### src/rtl/inst_fetch_queue.sv
// Fetch front end: owns the fetch PC, keeps one memory read outstanding and queues results for IF/ID.
// Optional macro FETCH_BYPASS_EN adds a same-cycle response-to-output path when the queue is empty.
//
// state  | meaning
// S_IDLE | first cycle after reset, no request yet
// S_REQ  | presenting fetch_pc to memory (when a slot is free)
// S_WAIT | one request outstanding, response will be queued
// S_DROP | one request outstanding, response is stale after a redirect
module inst_fetch_queue #(
  parameter int DEPTH      = 4,
  parameter int PC_WIDTH   = 5,
  parameter int INST_WIDTH = 32
) (
  input  logic                  clk,
  input  logic                  rst_n,
  output logic                  mem_req_valid,
  input  logic                  mem_req_ready,
  output logic [PC_WIDTH-1:0]   mem_req_addr,
  input  logic                  mem_resp_valid,
  input  logic [INST_WIDTH-1:0] mem_resp_inst,
  input  logic                  redirect,
  input  logic [PC_WIDTH-1:0]   redirect_pc,
  output logic                  out_valid,
  input  logic                  out_ready,
  output logic [INST_WIDTH-1:0] out_inst,
  output logic [PC_WIDTH-1:0]   out_pc
);

  localparam int PTR_W = $clog2(DEPTH);
  localparam int CNT_W = $clog2(DEPTH + 1);

  typedef enum logic [1:0] {S_IDLE, S_REQ, S_WAIT, S_DROP} state_t;

  state_t                r_state;
  logic [PC_WIDTH-1:0]   r_fetch_pc;
  logic [PTR_W-1:0]      r_rd_ptr;
  logic [PTR_W-1:0]      r_wr_ptr;
  logic [CNT_W-1:0]      r_count;
  logic [PC_WIDTH-1:0]   r_pc_mem   [DEPTH];
  logic [INST_WIDTH-1:0] r_inst_mem [DEPTH];

  logic                  w_empty;
  logic                  w_full;
  logic                  w_req_fire;
  logic                  w_resp_live;
  logic                  w_bypass;
  logic                  w_byp_take;
  logic                  w_push;
  logic                  w_pop;
  logic [PC_WIDTH-1:0]   w_resp_pc;

  assign w_empty     = (r_count == '0);
  assign w_full      = (r_count == CNT_W'(DEPTH));
  assign w_req_fire  = mem_req_valid && mem_req_ready;
  // fetch_pc has already advanced past the outstanding request
  assign w_resp_pc   = r_fetch_pc - PC_WIDTH'(1);
  assign w_resp_live = (r_state == S_WAIT) && mem_resp_valid && !redirect;

  assign mem_req_valid = (r_state == S_REQ) && !w_full;
  assign mem_req_addr  = r_fetch_pc;

`ifdef FETCH_BYPASS_EN
  assign w_bypass   = w_resp_live && w_empty;
  assign w_byp_take = w_bypass && out_ready;
  assign out_valid  = (!w_empty || w_bypass) && !redirect;
  assign out_inst   = w_bypass ? mem_resp_inst : r_inst_mem[r_rd_ptr];
  assign out_pc     = w_bypass ? w_resp_pc     : r_pc_mem[r_rd_ptr];
`else
  assign w_bypass   = 1'b0;
  assign w_byp_take = 1'b0;
  assign out_valid  = !w_empty && !redirect;
  assign out_inst   = r_inst_mem[r_rd_ptr];
  assign out_pc     = r_pc_mem[r_rd_ptr];
`endif

  assign w_pop  = out_valid && out_ready && !w_bypass;
  assign w_push = w_resp_live && !w_byp_take;

  always_ff @(posedge clk or negedge rst_n) begin
    if (!rst_n) begin
      r_state    <= S_IDLE;
      r_fetch_pc <= '0;
      r_rd_ptr   <= '0;
      r_wr_ptr   <= '0;
      r_count    <= '0;
      for (int i = 0; i < DEPTH; i++) begin
        r_pc_mem[i]   <= '0;
        r_inst_mem[i] <= '0;
      end
    end else if (redirect) begin
      r_count    <= '0;
      r_rd_ptr   <= '0;
      r_wr_ptr   <= '0;
      r_fetch_pc <= redirect_pc;
      unique case (r_state)
        S_IDLE:  r_state <= S_REQ;
        S_REQ:   r_state <= w_req_fire ? S_DROP : S_REQ;
        S_WAIT:  r_state <= mem_resp_valid ? S_REQ : S_DROP;
        S_DROP:  r_state <= mem_resp_valid ? S_REQ : S_DROP;
        default: r_state <= S_IDLE;
      endcase
    end else begin
      if (w_push) begin
        r_pc_mem[r_wr_ptr]   <= w_resp_pc;
        r_inst_mem[r_wr_ptr] <= mem_resp_inst;
        r_wr_ptr             <= r_wr_ptr + PTR_W'(1);
      end
      if (w_pop) r_rd_ptr <= r_rd_ptr + PTR_W'(1);
      unique case ({w_push, w_pop})
        2'b10:   r_count <= r_count + CNT_W'(1);
        2'b01:   r_count <= r_count - CNT_W'(1);
        default: ;
      endcase
      unique case (r_state)
        S_IDLE: r_state <= S_REQ;
        S_REQ: begin
          if (w_req_fire) begin
            r_state    <= S_WAIT;
            r_fetch_pc <= r_fetch_pc + PC_WIDTH'(1);
          end
        end
        S_WAIT:  if (mem_resp_valid) r_state <= S_REQ;
        S_DROP:  if (mem_resp_valid) r_state <= S_REQ;
        default: r_state <= S_IDLE;
      endcase
    end
  end

endmodule

### config.mk
export PLATFORM = sky130hd
export DESIGN_NAME = inst_fetch_queue
export DESIGN_NICKNAME = d
export VERILOG_FILES = /design/src/rtl/inst_fetch_queue.sv
export SDC_FILE = /design/constraint.sdc
export NUM_CORES = 1
export LEC_CHECK = 0
export BUFFER_PORTS_ARGS = -buffer_cell sky130_fd_sc_hd__buf_4
export CORE_ASPECT_RATIO = 1.25
export CORE_MARGIN = 10
export CORE_UTILIZATION = 58
export CTS_CLUSTER_DIAMETER = 60
export DETAILED_ROUTE_END_ITERATION = 8
export PLACE_DENSITY = 0.79
export SYNTH_ARGS = -nofsm -noshare
export SYNTH_HDL_FRONTEND = slang
export SYNTH_SLANG_ARGS = --single-unit
### constraint.sdc
create_clock -name clk -period 2.8 [get_ports clk]
set_input_delay 0.28 -clock clk [delete_from_list [all_inputs] [get_ports clk]]
set_output_delay 0.28 -clock clk [all_outputs]
set_load 0.05 [all_outputs]
==> impl_metrics.ini <==
[clock_network]
htreeDepth = 4
postCtsResizedCells = 0
clkSinkCount = 162
clock_tree.buffer_depth = 2
cts_tree = built
clk_latency_ns = 0.41
clkTransAtPathRegs_ns = 0.06
cts_buffers = 17
cts_root_buf = clkbuf_16

[timing]
hold_viol = 0
finalSetupTns_ns = 0
max_freq_ghz = 0.4442
rsz0062_at_grt = no
setup_viol = 0
relSlewSlack = 0.6092
setup_ws_ns = 0.5485
max_slew.worst_pin.slew_ns = 0.5863
period_share = 0.8041
final.min_clock_period_ns = 2.251
fin_skew_ns = 0.005261
slew_violations = 0

[critical_path]
worstPathCellList = buf_4, mux4_2, buf_4
crit_fanout = 20
worstPathArrival_ns = 1.97
max_stage_delay_ns = 0.60
cp_common_cell = buf_4
start_kind = flip-flop
worstSetupStartpoint = r_rd_ptr[0]$_DFFE_PN0P_
timing.rr.start = r_count[0]$_DFFE_PN0P_
end_kind = primary output
crit_type = flip-flop to primary output
rrSetupSlack_ns = 0.58
cpLargestDelayFamily = buffers and inverters
cp_num_buf_inv = 2
crit_path_top_delay_cell = mux4_2
cp.required_ns = 2.52

[yosys]
netlist_area_um2 = 7315
ys_warn_count = 0
ys_ff_latch = 162
avgSynthCellArea_um2 = 15.40
synth.area.top_cells = dfrtp_1 (55%), mux2_2 (20%), mux4_2 (11%)
async_flop_share = 1.000
synth_top_area_cell = dfrtp_1
yosysTopAreaCellShare = 0.5542
yosysMostFrequentCell = dfrtp_1
synth_flop_cell = dfrtp_1
ys_types = 34
synthCells = 475
ys_seq_area_frac = 0.5542
synth_edf_count = 0
synth.net_count = 525
synth_common_cells = dfrtp_1 (162), mux2_2 (129), mux4_2 (37)

[placed_design]
portBuffers = 86
dp_hpwl_um = 9596
pre_cts_ws_ns = 0.5502
dp_cells = 709
gp_congestion = 0.7350

[global_route]
grtUsageTotal = 0.1730
grt_max_degree = 66
grt_antenna_before_repair = 0
overflow = 0
grt_pass1_wl_um = 24000
grt_pass1_vias = 4684

[route]
drt_wl_total_um = 14510
first_pass_iters = 5
vias = 4232
ant_nets = 0
drt_iter0_drc = 288
via_per_inst = 5.704
route.detailed.drc = 0
post_drt_wl_per_cell_um = 19.55

[floorplanning]
rows = 45
start_util = 0.5959
chipHeight_um = 145.6
dieArea_um2 = 17530
fp.dieW_um = 120.4
num_io_pins = 87
core_area_um2 = 12270

[run_status]
status = complete, no violations

[cells_and_area]
num-fill-cells = 853
final_cells = 742
areaGrowthSynthToFinish_pct = 18.46
fin_nets = 615
num_antenna_cells = 0
drive_gt1_frac = 0.5208

[min_path]
hp-class = input pin to flip-flop
hold_start = redirect_pc[0]

[pwr]
p_per_area_nw_per_um2 = 914.1
peakVddDrop_uv = 515.5
power.leakage_nw = 4.175

[run]
drv_cap = 0
==> power by group <==
| part | switching, W | internal [W] | total, W |
|---|---|---|---|
| Clock | 0.000876 | 0.00129 | 0.00217 |
| Combinational | 0.00177 | 0.00111 | 0.00288 |
| Sequential | 0.000206 | 0.00266 | 0.00287 |
==> cells by family after synthesis <==
| logic type | synth area share |
|---|---|
| mux | 0.3154 |
| flops | 0.5542 |
| simple gates | 0.04379 |
| compound gates | 0.02651 |
| buf+inv | 0.03147 |
| xor+xnor | 0.01557 |
| fa+ha+maj | 0.01300 |
==> layout make-up <==
cell class,count,area [µm²],share of cell area
clock buffers,24,481.7,0.05560
clock inverters,8,80.08,0.009242
inverters,5,18.77,0.002166
multi-input cells,281,3030,0.3497
flip-flops and latches,162,4056,0.4682
well taps,164,205.2,0.02368
repair buffers,98,792.0,0.09141
==> state kept, by name, summed over array words and instances, names as in the netlist <==
name and cells:
r_state 2, r_count 3, mem_req_addr 5, r_rd_ptr 2
r_wr_ptr 2, r_pc_mem 20, r_inst_mem 128
==> metrics by stage <==
step / area, µm² / power (W) / hold WS (ns) / utilization
5_1_grt: 8665 / 0.008282 / 0.08515 / 0.7059
6_report: 8665 / 0.007920 / 0.07891 / 0.7059
4_1_cts: 8665 / 0.008010 / 0.05902 / 0.7059
3_5_place_dp: 8093 / 0.005828 / 0.3104 / 0.6593
3_3_place_gp: 8093 / 0.005755 / 0.2983 / 0.6593
2_1_floorplan: 7315 / 0.004971 / -0.01559 / -
==> worst paths after layout <==
kind,to,cells past startpoint
setup / recovery,out_inst[31],3
hold / removal,mem_req_addr[0]$_DFFE_PN0P_,3
setup reg to reg,r_count[2]$_DFFE_PN0P_,6
hold reg to reg,r_pc_mem[13]$_DFFE_PN0P_,2
max in group asynchronous,r_inst_mem[24]$_DFFE_PN0P_,3
min in group asynchronous,r_inst_mem[43]$_DFFE_PN0P_,2
==> layout by cell type (no fill, tap or decap), types with 3 or more instances in the layout <==
master / count
a21oi_1: 5
buf_12: 4
buf_4: 92
clkbuf_1: 4
clkbuf_16: 17
clkbuf_8: 3
clkinvlp_4: 3
dfrtp_1: 160
ha_1: 6
inv_1: 5
mux2_2: 129
mux4_2: 37
nand2_1: 25
nand2_2: 3
nor2_1: 16
nor3_1: 6
o21ai_0: 22
xnor2_1: 9
xor2_1: 4
==> layer usage <==
layer  GRT usage  share of wire  up-vias  routed length, µm
met4     0.04897          0.012        0                170
li1            -              -     1908                  -
met1      0.2069           0.41     2240               5947
met3     0.06395          0.052       11                756
met2      0.2849           0.53       73               7634
met5           0              0        -                  0
==> what timing repair did <==
action / CTS / global route
hold buffers: 1 / 0
setup endpoints to repair: 0 / 0
endpoints found under the hold margin: 63 / 0
buffers inserted: 0 / 0
==> worst register-to-register path: stages, from the launching register on <==
cell and delay [ns]:
dfrtp_1 0.49, o31ai_4 0.38, nor3_1 0.11, fa_1 0.45, nand3b_1 0.12, o21ai_0 0.08
a2111oi_0 0.44
Power figures use the tool's default switching activity.
